## src/rtl/mem_port_arbiter.sv

```systemverilog
// Two-requester arbiter for the shared single-ported memory: fetch (F) versus load/store (D).
// Holds the granted request stable for WAIT_CYCLES+1 cycles, then pulses done with the read data.
module mem_port_arbiter #(
    parameter int ADDR_W      = 16,
    parameter int DATA_W      = 16,
    parameter int WAIT_CYCLES = 1,
    parameter int FIXED_PRI   = 0
) (
    input  logic              clk,
    input  logic              Rst,
    input  logic              f_req,
    input  logic [ADDR_W-1:0] f_addr,
    input  logic              d_req,
    input  logic [ADDR_W-1:0] d_addr,
    input  logic              d_wr,
    input  logic [DATA_W-1:0] d_wdata,
    output logic              f_gnt,
    output logic              d_gnt,
    output logic              f_done,
    output logic              d_done,
    output logic [DATA_W-1:0] rdata,
    output logic              busy,
    output logic              mem_en,
    output logic              mem_wr,
    output logic [ADDR_W-1:0] mem_addr,
    output logic [DATA_W-1:0] mem_wdata,
    input  logic [DATA_W-1:0] mem_rdata
);

    localparam logic [1:0] IDLE = 2'd0;
    localparam logic [1:0] BUSY = 2'd1;
    localparam logic [1:0] RESP = 2'd2;
    localparam logic [3:0] WAIT_INIT = 4'(WAIT_CYCLES);

    logic [1:0] state;
    logic [3:0] cnt;
    logic       last_d;   // 1 when D won the previous arbitration
    logic       owner_d;
    logic       pick_f, pick_d;

    // F wins a tie under fixed priority, or when D had the last turn
    always_comb begin
        pick_f = f_req && (!d_req || (FIXED_PRI != 0) || last_d);
        pick_d = d_req && !pick_f;
    end

    always_ff @(posedge clk or negedge Rst) begin
        if (!Rst) begin
            state     <= IDLE;
            cnt       <= '0;
            last_d    <= 1'b1;
            owner_d   <= 1'b0;
            f_gnt     <= 1'b0;
            d_gnt     <= 1'b0;
            f_done    <= 1'b0;
            d_done    <= 1'b0;
            busy      <= 1'b0;
            mem_en    <= 1'b0;
            mem_wr    <= 1'b0;
            mem_addr  <= '0;
            mem_wdata <= '0;
            rdata     <= '0;
        end else begin
            case (state)
                IDLE: begin
                    if (pick_f || pick_d) begin
                        state    <= BUSY;
                        busy     <= 1'b1;
                        mem_en   <= 1'b1;
                        f_gnt    <= pick_f;
                        d_gnt    <= pick_d;
                        owner_d  <= pick_d;
                        last_d   <= pick_d;
                        cnt      <= WAIT_INIT;
                        mem_addr <= pick_d ? d_addr : f_addr;
                        mem_wr   <= pick_d & d_wr;
                        if (pick_d) mem_wdata <= d_wdata;
                    end
                end
                BUSY: begin
                    if (cnt == 4'd0) begin
                        if (!mem_wr) rdata <= mem_rdata;
                        mem_en <= 1'b0;
                        mem_wr <= 1'b0;
                        f_gnt  <= 1'b0;
                        d_gnt  <= 1'b0;
                        f_done <= !owner_d;
                        d_done <= owner_d;
                        state  <= RESP;
                    end else begin
                        cnt <= cnt - 4'd1;
                    end
                end
                RESP: begin
                    f_done <= 1'b0;
                    d_done <= 1'b0;
                    busy   <= 1'b0;
                    state  <= IDLE;
                end
                default: begin
                    state <= IDLE;
                    busy  <= 1'b0;
                end
            endcase
        end
    end

endmodule
```

## config.mk

```make
export PLATFORM = sky130hd
export DESIGN_NAME = mem_port_arbiter
export DESIGN_NICKNAME = d
export VERILOG_FILES = /design/src/rtl/mem_port_arbiter.sv
export SDC_FILE = /design/constraint.sdc
export NUM_CORES = 1
export LEC_CHECK = 0
export ABC_AREA = 1
export BUFFER_PORTS_ARGS = -buffer_cell sky130_fd_sc_hd__buf_4
export CAP_MARGIN = 20
export CORE_MARGIN = 10
export CORE_UTILIZATION = 50
export CTS_BUF_LIST = sky130_fd_sc_hd__clkbuf_8
export CTS_CLUSTER_DIAMETER = 30
export CTS_CLUSTER_SIZE = 12
export DETAILED_ROUTE_END_ITERATION = 8
export PLACE_DENSITY = 0.92
export SLEW_MARGIN = 20
export SYNTH_ARGS = -nofsm -noshare
export SYNTH_HDL_FRONTEND = slang
export SYNTH_SLANG_ARGS = --single-unit
export TNS_END_PERCENT = 20
```

## constraint.sdc

```tcl
create_clock -name clk -period 2.2 [get_ports clk]
set_input_delay 0.44 -clock clk [delete_from_list [all_inputs] [get_ports clk]]
set_output_delay 0.44 -clock clk [all_outputs]
set_load 0.05 [all_outputs]
```

==> flow_metrics.py, run 1 <==
metrics = {
    "outcome": {
        "outcome": "complete, no violations",
    },
    "global_routing": {
        "grt_start_max_net_pins": 64,
        "grt_first_pass_wirelength_um": 12700,
        "grt_pass1_vias": 2597,
        "gr-total-overflow": 0,
        "gr-usage-all-layers": 0.181,
        "grt_antenna_before_repair": 0,
    },
    "timing": {
        "min_period_over_period": 0.749,
        "finalCriticalPeriod_ns": 1.65,
        "clock-skew-final_ns": 0.00621,
        "timing_max_transition_violations_final": 0,
        "timing_hold_violations_final": 0,
        "setup_tns_ns": 0,
        "post_route_worst_setup_slack_ns": 0.552,
        "finalSetupViolCount": 0,
        "grt_setup_unrepaired": "no",
        "highest_clock_frequency_the_design_can_meet_mhz": 607,
        "max_slew.worst_pin.slew_ns": 0.779,
        "worst_slew_margin_rel": 0.481,
    },
    "power": {
        "power-per-cell-area_nw_per_um2": 1850,
        "p_total_mw": 7.26,
        "power_leakage_nw": 2.21,
        "ir_worst_vdd_mv": 1.05,
    },
    "hold_path": {
        "holdCritPathClass": "in -> async",
    },
    "floorplan": {
        "placement_rows": 27,
        "die_width_um": 94.4,
        "die_height_um": 94.4,
        "die_area_um2": 8900,
        "core_area_um2": 5440,
        "pin_count": 124,
        "floorplan.initialDensity": 0.508,
    },
    "critical_path": {
        "critPathCaptureType": "flop",
        "worstSetupPathType": "reg -> reg",
        "cp_data_arrival_time_ns": 1.90,
        "critical_path.max_stage_delay_ns": 0.45,
        "reg2reg_depth": 5,
        "start_kind": "flop",
        "timing.critical_path.slowest_stage_cell": "sky130_fd_sc_hd__dfrtp_1",
        "timing.critical_path.max_delay_family": "simple AND/OR/NAND/NOR gates",
        "worst_ep_required_time_ns": 2.45,
        "crit_fanout": 12,
        "regToRegStartpoint": "state[1]$_DFFE_PN0P_",
        "path_cells": "nor2_2 > o21ai_2 > nand2_1 > o21ai_0 > o21ai_1",
        "ff2ff_setup_slack_ns": 0.55,
        "crit_start": "state[1]$_DFFE_PN0P_",
        "worst-path-buf-inv": 0,
        "path_depth": 5,
    },
    "clock_network": {
        "clock_sink_count": 63,
        "cts_repair_resize_count": 0,
        "cts_htree_levels": 3,
        "cts.path.max_buffers": 2,
        "ctsRootBufferMaster": "sky130_fd_sc_hd__clkbuf_8",
        "cts.repair_timing.setup_buffer_count": 0,
        "post_cts_hold_buffer_count": 0,
        "numCtsBuffers": 9,
        "clk_pin_slew_ns": 0.07,
        "insertion_delay_ns": 0.33,
        "tritoncts": "done",
    },
    "synth": {
        "synth.net_count": 391,
        "yosysTopAreaCell": "sky130_fd_sc_hd__dfrtp_1",
        "yosys.cell_types.count": 26,
        "postSynthAreaPerCell_um2": 8.64,
        "syn-instance-count": 320,
        "yosys-top-cells-area": "sky130_fd_sc_hd__dfrtp_1 (56%), sky130_fd_sc_hd__nand2_1 (18%), sky130_fd_sc_hd__nand3_1 (6.7%)",
        "ys.warnings.count": 0,
        "number_of_register_bits_inferred_by_synthesis": 63,
        "synth.top_cell.area_share": 0.561,
        "synth_seq_area_share": 0.571,
        "post_synth_instance_area_um2": 2760,
    },
    "final_layout": {
        "layout.cells.most_common_list": "sky130_fd_sc_hd__nand2_1 (136), sky130_fd_sc_hd__buf_4 (125), sky130_fd_sc_hd__dfrtp_1 (62)",
        "area.growth.synth_to_final_pct": 42.0,
        "drive_above_1_share": 0.339,
        "final_cell_area_um2": 3930,
        "mostFrequentLayoutCell": "sky130_fd_sc_hd__nand2_1",
        "layout.filler_cells": 388,
        "fin_util": 0.722,
        "antenna_cells_inserted": 0,
        "final_net_count": 514,
    },
    "route": {
        "top_signal_layer_used": "met4",
        "vias": 2598,
        "route.layer.met1.wl_um": 3100,
        "wl_met2_um": 4380,
        "met3RoutedLength_um": 490,
        "route.final.wire_length_um": 8130,
        "vias_per_cell": 5.00,
        "dr.pass1.iters": 7,
        "remaining_drc_errors": 0,
        "detail_route.wl_per_cell_um": 15.6,
        "first_iter_violations": 187,
        "remaining_antenna_violation_count": 0,
    },
    "placed_design": {
        "pre_cts_ws_ns": 0.557,
        "postPlaceCellArea_um2": 3740,
        "dp.final_hpwl_um": 6040,
        "place.port_buffers": 123,
        "finalWeightedCongestion": 0.737,
    },
    "job": {
        "max_cap_violations": 0,
    },
}
[worst paths after layout]
kind	endpoint
worst max-delay path	cnt[0]$_DFFE_PN0P_
worst min-delay path	rdata[14]$_DFFE_PN0P_
worst max register to register	cnt[0]$_DFFE_PN0P_
worst min register to register	mem_wdata[15]$_DFFE_PN0P_
max in group asynchronous	mem_addr[13]$_DFFE_PN0P_
min in group clk	mem_wdata[12]$_DFFE_PN0P_
[state kept, by name (all words and copies together), names as in the netlist]
name       flops
busy           1
cnt            4
d_done         1
d_gnt          1
f_done         1
f_gnt          1
last_d         1
mem_addr      16
mem_en         1
mem_wdata     16
mem_wr         1
owner_d        1
rdata         16
state          2
[Yosys cell counts]
cell	instances
sky130_fd_sc_hd__o211ai_1	17
sky130_fd_sc_hd__nor2_4	1
sky130_fd_sc_hd__a21oi_2	1
sky130_fd_sc_hd__nand3_1	37
sky130_fd_sc_hd__nor2_2	1
sky130_fd_sc_hd__inv_2	2
sky130_fd_sc_hd__nand4_1	1
sky130_fd_sc_hd__buf_4	4
sky130_fd_sc_hd__dfstp_2	1
sky130_fd_sc_hd__inv_4	1
sky130_fd_sc_hd__inv_1	25
sky130_fd_sc_hd__o21ai_0	4
sky130_fd_sc_hd__nor2_1	6
sky130_fd_sc_hd__buf_6	1
sky130_fd_sc_hd__nand3_4	1
sky130_fd_sc_hd__xor2_1	1
sky130_fd_sc_hd__buf_2	7
sky130_fd_sc_hd__o21ai_2	1
sky130_fd_sc_hd__nand2_2	1
sky130_fd_sc_hd__ha_1	2
sky130_fd_sc_hd__clkinv_1	1
sky130_fd_sc_hd__nand2_4	1
sky130_fd_sc_hd__dfrtp_1	62
sky130_fd_sc_hd__o21ai_1	3
sky130_fd_sc_hd__nand2_1	136
sky130_fd_sc_hd__clkbuf_1	2
[stage by stage]
stage,hold WS [ns],std cells
2_1_floorplan,0.144,320
3_3_place_gp,0.454,504
3_5_place_dp,0.459,504
4_1_cts,0.205,520
5_1_grt,0.241,520
6_report,0.179,520
[report_power, final]
part	leakage (nW)	switching [mW]	internal [mW]
logic	1.33	3.03	1.19
registers	0.774	0.352	1.73
clock network	0.100	0.450	0.515
total	2.21	3.83	3.43
[per-layer routing]
metal,vias up,global-route usage
li1,1262,-
met1,1235,0.201
met2,85,0.320
met3,16,0.0523
met4,0,0.0709
met5,-,0
[kinds of logic (layout without fill, tap and decap cells)]
family                     Yosys count  count (layout)  share of synthesized area
and+or+nand+nor                    185             185                      0.281
adders and majority gates            2               2                    0.00905
DFF                                 63              63                      0.571
xor gates and xnor gates             1               1                    0.00317
buffers and inverters               43             171                     0.0706
AOI/OAI and AO/OA                   26              26                     0.0652
[area by class of cell]
type,count,area [um^2],area share
clock buffer,9,124,0.0316
clock inverter,7,65.1,0.0166
inverter,29,111,0.0284
multi-input combinational,214,998,0.254
sequential,63,1580,0.402
tap,72,90.1,0.0230
timing repair buffer,126,958,0.244
(Power assumes the default switching activity.)
==> run 2: changes to the inputs <==
CORE_UTILIZATION = 44   (was 50)
PLACE_DENSITY = 0.86   (was 0.92)
clock period = 1.34 ns   (was 2.2 ns; I/O delays follow)
==> run 2 against run 1 <==
Effect of this change:
- sequential share of layout area is 2.1 points lower
- critical endpoint is now rdata[2]$_DFFE_PN0P_
- register-to-register slack lost 0.54 ns
- core utilization is 3.4 points lower
- maximum frequency grew 25%
- critical path depth up 2
- clock power rose by 110%
- cell count up 3.1%
- count of clock-buffer cells in the layout increased by 1
- largest cell class unchanged
- clock skew up 0.0013 ns
- highest routed layer unchanged
- combinational power rose by 71%
==> flow_metrics.py, run 2 (synthesis results as in run 1) <==
metrics = {
    "power": {
        "power_leakage_nw": 2.30,
        "p_total_mw": 12.6,
        "power-per-cell-area_nw_per_um2": 3050,
        "ir_worst_vdd_mv": 1.66,
    },
    "route": {
        "vias": 2603,
        "detail_route.wl_per_cell_um": 15.3,
        "first_iter_violations": 83,
        "remaining_antenna_violation_count": 0,
        "dr.pass1.iters": 4,
        "route.final.wire_length_um": 8210,
        "vias_per_cell": 4.86,
        "remaining_drc_errors": 0,
    },
    "floorplan": {
        "die_width_um": 99.3,
        "placement_rows": 28,
        "die_area_um2": 9850,
        "floorplan.initialDensity": 0.459,
        "die_height_um": 99.3,
        "core_area_um2": 6030,
        "pin_count": 124,
    },
    "global_routing": {
        "grt_pass1_vias": 2794,
        "gr-usage-all-layers": 0.163,
        "grt_antenna_before_repair": 0,
        "gr-total-overflow": 0,
        "grt_start_max_net_pins": 29,
        "grt_first_pass_wirelength_um": 13400,
    },
    "final_layout": {
        "mostFrequentLayoutCell": "sky130_fd_sc_hd__buf_4",
        "final_net_count": 527,
        "drive_above_1_share": 0.369,
        "final_cell_area_um2": 4150,
        "layout.cells.most_common_list": "sky130_fd_sc_hd__buf_4 (135), sky130_fd_sc_hd__nand2_1 (134), sky130_fd_sc_hd__dfrtp_1 (61)",
        "layout.filler_cells": 491,
        "antenna_cells_inserted": 0,
        "reg.largest.list": "mem_addr: 16 flops, mem_wdata: 16 flops, rdata: 16 flops",
        "area.growth.synth_to_final_pct": 50.0,
    },
    "hold_path": {
        "hold_start": "d_wdata[13]",
        "min_delay_path_depth": 3,
        "holdCritPathClass": "in -> reg",
        "worst_hold_endpoint": "mem_wdata[13]$_DFFE_PN0P_",
    },
    "timing": {
        "max_slew.worst_pin.slew_ns": 0.421,
        "worst_slew_margin_rel": 0.719,
        "finalCriticalPeriod_ns": 1.32,
        "grt_setup_unrepaired": "yes",
        "highest_clock_frequency_the_design_can_meet_mhz": 755,
        "clock-skew-final_ns": 0.00751,
        "timing_max_transition_violations_final": 0,
        "finalSetupViolCount": 0,
        "timing_hold_violations_final": 0,
        "min_period_over_period": 0.988,
    },
    "clock_network": {
        "ctsRootBufferMaster": "sky130_fd_sc_hd__clkbuf_8",
        "clock_sink_count": 63,
        "tritoncts": "done",
        "insertion_delay_ns": 0.33,
        "cts_htree_levels": 3,
        "cts.path.max_buffers": 2,
        "numCtsBuffers": 9,
        "clk_pin_slew_ns": 0.07,
    },
    "placed_design": {
        "finalWeightedCongestion": 0.800,
        "postPlaceCellArea_um2": 3850,
        "place.port_buffers": 123,
        "dp.final_hpwl_um": 6470,
    },
    "critical_path": {
        "critical_path.reg2reg.endpoint": "rdata[2]$_DFFE_PN0P_",
        "reg2reg_depth": 7,
        "crit_fanout": 9,
        "start_kind": "flop",
        "critPathCaptureType": "flop",
        "cp_data_arrival_time_ns": 1.59,
        "regToRegStartpoint": "cnt[0]$_DFFE_PN0P_",
        "ff2ff_setup_slack_ns": 0.02,
        "worst_ep_required_time_ns": 1.60,
        "worstSetupPathType": "reg -> reg",
        "crit_start": "cnt[0]$_DFFE_PN0P_",
    },
    "job": {
        "max_cap_violations": 0,
    },
    "outcome": {
        "outcome": "complete, no violations",
    },
}
## run 2: cell types whose count changed in the layout (fill, tap and decap cells not counted), sizes merged
cell and delta:
clkinv -2, clkbuf +1, buf +12, inv -1, bufinv +2, dlygate4sd3 +1
## run 2: stage by stage
stage / cells / utilization / hold slack [ns] / setup WS, ns / TNS, ns
finish: 536 / 0.688 / 0.161 / 0.0161 / 0
global route: 536 / 0.688 / 0.167 / -0.0508 / -0.535
CTS: 535 / 0.682 / 0.150 / 0.0164 / 0
detailed placement: 518 / 0.639 / 0.194 / -0.0234 / -0.0430
global placement: 518 / 0.639 / 0.195 / 0.0509 / 0
floorplan: 320 / - / -0.0276 / 0.0269 / 0
## run 2: worst max-delay path by stage
stage,to,slack [ns],cells after the start
floorplan,rdata[0]$_DFFE_PN0P_,0.03,8
global route,rdata[4]$_DFFE_PN0P_,-0.05,7
finish,rdata[2]$_DFFE_PN0P_,0.02,7
global placement,cnt[0]$_DFFE_PN0P_,0.05,7
CTS,mem_wdata[14]$_DFFE_PN0P_,0.02,5
detailed placement,cnt[0]$_DFFE_PN0P_,-0.02,6
## run 2: cell type report
| cell class | instances | area (um^2) | share of cell area |
|---|---|---|---|
| flip-flops and latches | 63 | 1580 | 0.381 |
| clock inverters | 6 | 108 | 0.0260 |
| multi-input cells | 214 | 1030 | 0.248 |
| well taps | 75 | 93.8 | 0.0226 |
| clock buffers | 10 | 138 | 0.0332 |
| inverters | 29 | 116 | 0.0281 |
| repair buffers | 139 | 1080 | 0.261 |
## run 2: layer usage
metal,GRT usage,vias to the layer above,part of all wire,routed length (um)
met3,0.0464,8,0.057,467
met5,0,-,0,0
met1,0.177,1235,0.38,3110
met2,0.289,70,0.55,4490
li1,-,1290,-,-
met4,0.0728,0,0.017,142
## run 2: repair_timing
| item | 4_1_cts | 5_1_grt |
|---|---|---|
| hold endpoints to repair | 23 | 0 |
| setup endpoints to repair | 19 | 50 |
| pin swaps | 0 | 1 |
| buffers inserted | 0 | 1 |
| gates resized for setup | 2 | 8 |
| hold buffers | 1 | 0 |
## run 2: worst max-delay path, cell delays in order (launching register included)
cell                      delay, ns
sky130_fd_sc_hd__dfrtp_1       0.38
sky130_fd_sc_hd__inv_1         0.08
sky130_fd_sc_hd__ha_2          0.23
sky130_fd_sc_hd__nand3_4       0.14
sky130_fd_sc_hd__inv_6         0.12
sky130_fd_sc_hd__buf_4         0.16
sky130_fd_sc_hd__nand3_1       0.07
sky130_fd_sc_hd__nand2_1       0.08
## run 2: power by group
group          total [mW]  internal (mW)  switching (mW)
sequential           3.43           2.85           0.587
combinational        7.21           2.18            5.03
clock                2.00           1.28           0.716
==> run 3: changes to the inputs <==
CORE_MARGIN = unset   (was 10)
PLACE_DENSITY = 0.74   (was 0.86)
==> run 3 against run 2 <==
Effect of this change:
- wire length shrank 12%
- design area grew 1.5%
- first-iteration DRC count grew 58%
- highest routed layer unchanged
- power shrank 0.98%
- sequential power is essentially flat
- cell count grew 1.1%
- via count grew 2.0%
- largest cell class unchanged
- core utilization grew 1.4 points
==> flow_metrics.py, run 3 (synthesis results as in run 1) <==
metrics = {
    "placed_design": {
        "placedCellCount": 517,
        "place.port_buffers": 123,
        "dp.final_hpwl_um": 5020,
        "finalWeightedCongestion": 0.729,
    },
    "hold_path": {
        "hold_start": "mem_rdata[6]",
        "min_delay_path_depth": 3,
        "worst_hold_endpoint": "rdata[6]$_DFFE_PN0P_",
        "holdCritPathClass": "in -> reg",
    },
    "route": {
        "vias_per_cell": 4.90,
        "route.final.wire_length_um": 7250,
        "vias": 2654,
        "remaining_antenna_violation_count": 0,
        "detail_route.wl_per_cell_um": 13.4,
        "remaining_drc_errors": 0,
        "dr.pass1.iters": 4,
        "first_iter_violations": 131,
    },
    "critical_path": {
        "crit_fanout": 8,
        "critical_path.reg2reg.endpoint": "rdata[3]$_DFFE_PN0P_",
        "worst_ep_required_time_ns": 1.63,
        "critPathCaptureType": "flop",
        "worstSetupPathType": "reg -> reg",
        "cp_data_arrival_time_ns": 1.57,
        "start_kind": "flop",
        "ff2ff_setup_slack_ns": 0.06,
        "reg2reg_depth": 7,
        "regToRegStartpoint": "state[0]$_DFFE_PN0P_",
    },
    "final_layout": {
        "antenna_cells_inserted": 0,
        "stdcell_count": 542,
        "final_net_count": 533,
        "area.growth.synth_to_final_pct": 52.2,
        "mostFrequentLayoutCell": "sky130_fd_sc_hd__buf_4",
        "drive_above_1_share": 0.379,
        "layout.cells.most_common_list": "sky130_fd_sc_hd__buf_4 (138), sky130_fd_sc_hd__nand2_1 (134), sky130_fd_sc_hd__dfrtp_1 (61)",
        "reg.largest.list": "mem_addr: 16 flops, mem_wdata: 16 flops, rdata: 16 flops",
    },
    "timing": {
        "min_period_over_period": 0.953,
        "worst_slew_margin_rel": 0.764,
        "setup_tns_ns": 0,
        "timing_hold_violations_final": 0,
        "finalCriticalPeriod_ns": 1.28,
        "grt_setup_unrepaired": "yes",
        "max_slew.worst_pin.slew_ns": 0.354,
        "timing_max_transition_violations_final": 0,
        "highest_clock_frequency_the_design_can_meet_mhz": 783,
        "finalSetupViolCount": 0,
        "clock-skew-final_ns": 0.0197,
    },
    "floorplan": {
        "core_area_um2": 5990,
        "die_width_um": 81.3,
        "die_height_um": 81.3,
        "floorplan.initialDensity": 0.461,
        "die_area_um2": 6600,
        "pin_count": 124,
        "placement_rows": 28,
    },
    "global_routing": {
        "grt_first_pass_wirelength_um": 11400,
        "gr-total-overflow": 0,
        "grt_start_max_net_pins": 27,
        "grt_pass1_vias": 2594,
        "grt_antenna_before_repair": 0,
        "gr-usage-all-layers": 0.232,
    },
    "power": {
        "power_leakage_nw": 2.33,
        "power-per-cell-area_nw_per_um2": 2980,
        "ir_worst_vdd_mv": 1.55,
    },
    "job": {
        "max_cap_violations": 0,
    },
    "clock_network": {
        "insertion_delay_ns": 0.35,
        "clk_pin_slew_ns": 0.08,
        "tritoncts": "done",
        "cts_htree_levels": 3,
        "clock_sink_count": 63,
        "cts.path.max_buffers": 2,
        "numCtsBuffers": 9,
        "ctsRootBufferMaster": "sky130_fd_sc_hd__clkbuf_8",
    },
    "outcome": {
        "outcome": "complete, no violations",
    },
}
==> run 3: repair_timing <==
action / in CTS / in global routing
hold buffers: 1 / 0
cloned: 0 / 3
endpoints found under the setup margin: 2 / 44
endpoints found under the hold margin: 17 / 0
pin swaps: 0 / 10
setup buffers: 0 / 5
resized for setup: 2 / 12
==> run 3: cell type report <==
type | count | area (um^2)
fillers | 499 | 1780
flip-flops and latches | 63 | 1580
repair buffers | 144 | 1160
multi-input cells | 215 | 1050
clock buffers | 11 | 151
inverters | 29 | 123
well taps | 75 | 93.8
clock inverters | 5 | 50.0
==> run 3: metrics by stage <==
step | util | power (mW) | instance area (um^2) | setup slack, ns | hold slack, ns
final | 0.702 | 12.5 | 4210 | 0.0627 | 0.147
after global routing | 0.702 | 13.3 | 4210 | -0.0163 | 0.145
after CTS | 0.677 | 12.1 | 4060 | 0.0236 | 0.147
after detailed placement | 0.641 | 10.4 | 3840 | 0.0308 | 0.174
after global placement | 0.641 | 10.3 | 3840 | 0.0763 | 0.174
after floorplan | - | 8.18 | 2770 | 0.0269 | -0.0276
==> run 3: worst max path at each step <==
stage / startpoint / endpoint / slack [ns] / depth (start not counted)
after global placement: state[1]$_DFFE_PN0P_ / mem_wdata[15]$_DFFE_PN0P_ / 0.08 / 5
after detailed placement: state[1]$_DFFE_PN0P_ / mem_wdata[6]$_DFFE_PN0P_ / 0.03 / 5
final: state[0]$_DFFE_PN0P_ / rdata[3]$_DFFE_PN0P_ / 0.06 / 7
after global routing: state[0]$_DFFE_PN0P_ / rdata[3]$_DFFE_PN0P_ / -0.02 / 7
after CTS: cnt[0]$_DFFE_PN0P_ / rdata[2]$_DFFE_PN0P_ / 0.02 / 7
after floorplan: cnt[0]$_DFFE_PN0P_ / rdata[0]$_DFFE_PN0P_ / 0.03 / 8
==> run 3: report_power, final <==
group | leakage [nW] | switching [mW] | internal [mW] | total [mW]
Clock | 0.108 | 0.720 | 0.944 | 1.66
Sequential | 0.772 | 0.576 | 2.85 | 3.42
Combinational | 1.45 | 5.06 | 2.37 | 7.43
==> run 3: worst max-delay path, cell delays in order (launching register included) <==
cell and delay, ns:
sky130_fd_sc_hd__dfrtp_1 0.38, sky130_fd_sc_hd__inv_2 0.06, sky130_fd_sc_hd__nor2_4 0.18, sky130_fd_sc_hd__nand3_4 0.16, sky130_fd_sc_hd__inv_8 0.14, sky130_fd_sc_hd__clkbuf_16 0.16
sky130_fd_sc_hd__nand3_1 0.08, sky130_fd_sc_hd__nand2_1 0.07
==> run 3: routing by layer <==
layer  vias up  track usage  wire, um
li1       1310            -         -
met1      1254        0.259      2980
met2        80        0.416      3820
met3        10       0.0539       347
met4         0        0.107        99
met5         -            0         0
